--- config.mk ---
export PLATFORM = sky130hd
export DESIGN_NAME = two_pulses_gen
export DESIGN_NICKNAME = d
export VERILOG_FILES = /design/src/rtl/two_pulses_pkg.sv /design/src/rtl/two_pulses_gen.sv
export SDC_FILE = /design/constraint.sdc
export NUM_CORES = 1
export LEC_CHECK = 0
export ABC_AREA = 1
export CORE_ASPECT_RATIO = 1.25
export CORE_MARGIN = 2
export CORE_UTILIZATION = 55
export DETAILED_ROUTE_END_ITERATION = 12
export PLACE_DENSITY_LB_ADDON = 0.3
export SLEW_MARGIN = 20
export SYNTH_ARGS = -nofsm -noshare
export SYNTH_HDL_FRONTEND = slang
export SYNTH_SLANG_ARGS = --single-unit
--- constraint.sdc ---
create_clock -name clk -period 3.6 [get_ports clk]
set_input_delay 0.72 -clock clk [delete_from_list [all_inputs] [get_ports clk]]
set_output_delay 0.72 -clock clk [all_outputs]
set_load 0.02 [all_outputs]
--- src/rtl/two_pulses_pkg.sv ---
// Shared definitions for the x/y pulse stimulus generator and its
// downstream two-pulse detector.
package two_pulses_pkg;

  // Default width of the y-count and gap fields and of the internal counters.
  localparam int TP_CNT_W = 8;

  // Number of y pulses in the positive sequence. The detector uses the same
  // value as its y-count target.
  localparam int TP_DEF_Y = 2;

  // Width of the state encoding.
  localparam int TP_STATE_W = 3;

  // Generator states. Code 3'b111 is unused. The FSM recovers from it to IDLE.
  typedef enum logic [TP_STATE_W-1:0] {
    ST_IDLE    = 3'd0,
    ST_X_OPEN  = 3'd1,
    ST_Y_PULSE = 3'd2,
    ST_X_CLOSE = 3'd3,
    ST_TERM_Y  = 3'd4,
    ST_GAP     = 3'd5,
    ST_DONE    = 3'd6
  } tp_state_e;

  // True for the states that drive a pulse on x_o.
  function automatic logic tp_is_x(input tp_state_e s);
    return (s == ST_X_OPEN) || (s == ST_X_CLOSE);
  endfunction

  // True for the states that drive a pulse on y_o.
  function automatic logic tp_is_y(input tp_state_e s);
    return (s == ST_Y_PULSE) || (s == ST_TERM_Y);
  endfunction

endpackage

--- src/rtl/two_pulses_gen.sv ---
// Stimulus generator for the x/y pulse protocol. It emits an opening x, a
// programmable number of y pulses, a closing x and an optional trailing y.
// It can insert idle gap cycles after each pulse. All outputs are registered.
//
// Handshake: start_i is sampled only in IDLE. An accepted start raises busy_o
// from the next cycle, which is also the cycle of the opening x pulse.
// busy_o stays high until the cycle before DONE. In the DONE cycle done_o is
// high for exactly one cycle and busy_o is low. Any start_i seen while busy,
// or in the DONE cycle, is dropped and not queued.
module two_pulses_gen
  import two_pulses_pkg::*;
#(
  parameter int CNT_W = TP_CNT_W,
  parameter int DEF_Y = TP_DEF_Y
) (
  input  logic                  clk,
  input  logic                  reset,
  input  logic                  start_i,
  input  logic                  cfg_default_i,
  input  logic [CNT_W-1:0]      y_count_i,
  input  logic [CNT_W-1:0]      gap_i,
  input  logic                  term_y_i,
  output logic                  x_o,
  output logic                  y_o,
  output logic                  busy_o,
  output logic                  done_o,
  output logic [TP_STATE_W-1:0] state_dbg_o
);

  localparam logic [CNT_W-1:0] DEF_Y_C = CNT_W'(DEF_Y);

  // FSM state and the state that GAP returns to.
  tp_state_e state_q, state_d;
  tp_state_e ret_q, ret_d;

  // Configuration latched when start is accepted.
  logic [CNT_W-1:0] y_lat_q, y_lat_d;
  logic [CNT_W-1:0] gap_lat_q, gap_lat_d;
  logic             term_lat_q, term_lat_d;

  // Gap down-counter and y up-counter.
  logic [CNT_W-1:0] gap_cnt_q, gap_cnt_d;
  logic [CNT_W-1:0] y_cnt_q, y_cnt_d;
  logic [CNT_W-1:0] y_cnt_inc;

  // Registered outputs.
  logic x_q, x_d;
  logic y_q, y_d;
  logic busy_q, busy_d;
  logic done_q, done_d;

  // Set by a pulse state: the pulse is over, continue at 'resume'. A GAP
  // stretch is inserted first when a non-zero gap was latched.
  logic      pulse_end;
  tp_state_e resume;

  assign y_cnt_inc = y_cnt_q + 1'b1;

  // Next-state logic: sequence walk, config capture and counters.
  always_comb begin
    state_d    = state_q;
    ret_d      = ret_q;
    y_lat_d    = y_lat_q;
    gap_lat_d  = gap_lat_q;
    term_lat_d = term_lat_q;
    gap_cnt_d  = gap_cnt_q;
    y_cnt_d    = y_cnt_q;
    pulse_end  = 1'b0;
    resume     = ST_IDLE;

    case (state_q)
      ST_IDLE: begin
        if (start_i) begin
          state_d    = ST_X_OPEN;
          y_lat_d    = cfg_default_i ? DEF_Y_C : y_count_i;
          gap_lat_d  = gap_i;
          term_lat_d = term_y_i;
          y_cnt_d    = '0;
          gap_cnt_d  = '0;
        end
      end

      ST_X_OPEN: begin
        pulse_end = 1'b1;
        resume    = (y_lat_q == '0) ? ST_X_CLOSE : ST_Y_PULSE;
      end

      ST_Y_PULSE: begin
        // The compare uses the incremented value. It matches before the
        // counter could wrap, even for the largest count.
        y_cnt_d   = y_cnt_inc;
        pulse_end = 1'b1;
        resume    = (y_cnt_inc == y_lat_q) ? ST_X_CLOSE : ST_Y_PULSE;
      end

      ST_X_CLOSE: begin
        if (term_lat_q) begin
          pulse_end = 1'b1;
          resume    = ST_TERM_Y;
        end else begin
          state_d = ST_DONE;
        end
      end

      ST_TERM_Y: begin
        // The trailing y is never followed by a gap.
        state_d = ST_DONE;
      end

      ST_GAP: begin
        // The counter was loaded on entry. The last gap cycle is the one
        // that sees 1. The counter saturates at 0 and never wraps.
        if (gap_cnt_q != '0) begin
          gap_cnt_d = gap_cnt_q - 1'b1;
        end
        if (gap_cnt_q <= CNT_W'(1)) begin
          state_d = ret_q;
        end
      end

      ST_DONE: begin
        state_d = ST_IDLE;
      end

      default: begin
        state_d = ST_IDLE;
      end
    endcase

    if (pulse_end) begin
      if (gap_lat_q == '0) begin
        state_d = resume;
      end else begin
        state_d   = ST_GAP;
        ret_d     = resume;
        gap_cnt_d = gap_lat_q;
      end
    end
  end

  // Output decode from the next state, so the registered outputs line up
  // with the state they describe.
  always_comb begin
    x_d    = tp_is_x(state_d);
    y_d    = tp_is_y(state_d);
    done_d = (state_d == ST_DONE);
    busy_d = (state_d != ST_IDLE) && (state_d != ST_DONE);
  end

  // State, counters, latched config and outputs. Reset is synchronous.
  always_ff @(posedge clk) begin
    if (reset) begin
      state_q    <= ST_IDLE;
      ret_q      <= ST_IDLE;
      y_lat_q    <= '0;
      gap_lat_q  <= '0;
      term_lat_q <= 1'b0;
      gap_cnt_q  <= '0;
      y_cnt_q    <= '0;
      x_q        <= 1'b0;
      y_q        <= 1'b0;
      busy_q     <= 1'b0;
      done_q     <= 1'b0;
    end else begin
      state_q    <= state_d;
      ret_q      <= ret_d;
      y_lat_q    <= y_lat_d;
      gap_lat_q  <= gap_lat_d;
      term_lat_q <= term_lat_d;
      gap_cnt_q  <= gap_cnt_d;
      y_cnt_q    <= y_cnt_d;
      x_q        <= x_d;
      y_q        <= y_d;
      busy_q     <= busy_d;
      done_q     <= done_d;
    end
  end

  assign x_o         = x_q;
  assign y_o         = y_q;
  assign busy_o      = busy_q;
  assign done_o      = done_q;
  assign state_dbg_o = state_q;

endmodule

==> results.cfg <==
[critical_path]
critPathLaunchType = input pin
slowest_stage = clkdlybuf4s50_1
required_ns = 3.81
worst_setup_path_end_kind = flip-flop
cp.depth = 6
crit_arrival_ns = 2.36
r2r_cells = 8
cpPeakStageDelay_ns = 0.41
crit_fanout = 16
crit_family = simple AND/OR/NAND/NOR gates
crit_buf_inv = 2
critPathKind = input pin to flip-flop
path_cells = clkdlybuf4s50_1, nand2_1, inv_1, nor2_2, nor2_1, a211oi_1

[floorplanning]
core_um2 = 4030
initial_core_util_pct = 56.6
row_count = 26
die_h_um = 76.1
die_w_um = 61.6
dieArea_um2 = 4690
pin_count = 28

[sta]
rsz0062_at_grt = no
timing.final.crit_share_pct = 59.7
slew_headroom_pct = 70.1
clock_skew_ns = 0.00291
final.setup.worst_slack_ns = 1.45
hold_viol = 0
setup_viol = 0
maxSlewViolCount = 0
tns_ns = 0
min_period_ns = 2.15
fmax_mhz = 465
worstMarginPinSlew_ns = 0.448

[clock_tree]
insertion_delay_ns = 0.28
clk_pin_slew_ns = 0.07
clock-sinks = 43
post_cts_buffers = 0
root_buffer = clkbuf_8
cts_tree = yes
post_cts_resize_count = 0
ctsHtreeMaxLevel = 2
cts_hold_buf = 0
cts_made_buffers = 5
clockBufferDepth = 2

[drt]
postRouteAntennaNets = 0
routed_wl_mm = 5.07
drc = 0
drtIter0Drc = 119
wl_per_cell_um = 11.9
viasPerCell = 5.27
vias = 2240
first_pass_iters = 4

[layout]
final_nets = 394
final_common_cell = nand2_1
final_cells = 425
synthToLayoutAreaGrowth_pct = 17.0
final_layout_size_suffix_gt1_share_pct = 6.50
n_antenna_cell = 0
layout_common_cells = nand2_1 (82), nor2_1 (48), dfxtp_1 (43)
utilization_pct = 66.3

[logic_synthesis]
syn_avg_cell_area_um2 = 6.66
synth_cells = 343
seq_area_frac_synth_pct = 37.7
synthArstFlopShare_pct = 0
synth-seq-cells = 43
synth_top_area_cell = dfxtp_1
yosys-top-cells-area = dfxtp_1 (38%), nand2_1 (13%), nor2_1 (7.9%), nand3_1 (6.4%), a21oi_1 (5.9%)
synthFlopType = dfxtp_1
synth_edf_count = 0
ys_warn_count = 0
syn-num-nets = 367
synth_top_cell_area_share_pct = 37.7
synth_area_um2 = 2280
synth_cell_types = 31

[grt]
gr-usage-all-layers_pct = 23.6
antenna_found_initial = 0
gr-total-overflow = 0
grt_pass1_vias = 2084
grt_pass1_wl_mm = 8.53
grt_max_degree = 29

[pwr]
power_mw = 1.94
power_density_nw_per_um2 = 726
p_leak_nw = 1.08
ir_worst_vdd_mv = 0.493

[min_path]
hold_path_depth = 2
hold_path.class = flip-flop to flip-flop

[run]
cap_violations = 0

[placement]
hpwlAfterDp_mm = 3.83
gp_congestion = 0.851
dp_worst_setup_slack_ns = 1.16
dp.cells = 419
io_buffer_count = 27

[status]
status = completed
-- stage by stage --
step | hold WS [ns] | instance area, um^2
after floorplan | 0.459 | 2280
after global placement | 0.472 | 2600
after detailed placement | 0.474 | 2600
after CTS | 0.486 | 2670
after global routing | 0.520 | 2670
final | 0.485 | 2670
-- where the power goes --
group	switching (mW)	internal (mW)
logic	0.629	0.342
registers	0.0906	0.603
clock network	0.146	0.129
total	0.866	1.07
-- worst reg2reg max path, cell delays in order (launching register included) --
cell and delay, ns:
dfxtp_1 0.45, inv_2 0.10, nand2_1 0.09, nor2_1 0.04, nand2_1 0.34, inv_1 0.31
nor2_2 0.33, nor2_1 0.07, a211oi_1 0.15
-- routing by layer --
metal	wire length, um	track usage [%]	part of all wire [%]	up-vias
li1	-	-	-	1178
met5	0	0	0	-
met1	2140	27.0	42	1011
met2	2690	40.5	53	44
met4	59	8.51	1.2	0
met3	179	5.94	3.5	7
-- synthesized netlist by cell type (2+ instances only) --
master	instances
inv_2	6
clkbuf_1	3
inv_1	32
ha_1	3
xnor2_1	2
a211oi_1	7
nor4_1	3
buf_2	5
nor3_1	6
a21oi_1	27
nand2_2	2
nor2_1	48
xor2_1	2
nand4_1	4
nand2_1	82
nand3_1	29
nand3b_1	4
dfxtp_1	43
o21ai_0	21
nor2_4	3
-- sequential cells by signal (all words and copies together), names as in the netlist --
register	count
gap_cnt_q	8
gap_lat_q	8
y_cnt_q	8
y_lat_q	8
ret_q	3
state_dbg_o	3
busy_o	1
done_o	1
term_lat_q	1
x_o	1
y_o	1
-- cell families after synthesis --
group | share of synthesized area (%)
simple gates | 36.0
buf+inv | 8.00
xor+xnor | 1.53
compound gates | 15.2
flops | 37.7
fa+ha+maj | 1.64
-- final timing paths --
path | start | slack [ns] | to
setup / recovery | start_i | 1.45 | y_cnt_q[0]
hold / removal | gap_lat_q[2] | 0.48 | gap_cnt_q[2]
setup reg to reg | state_dbg_o[0] | 1.63 | y_cnt_q[0]
hold reg to reg | gap_lat_q[2] | 0.48 | gap_cnt_q[2]
-- cell type report --
type                    count  area (um^2)
fillers                   385         1360
clock buffers               6         72.6
multi-input cells         253         1240
well taps                  56         70.1
flip-flops and latches     43          861
repair buffers             29          285
inverters                  38          143
Note: power is estimated with default switching activity, not from simulation.
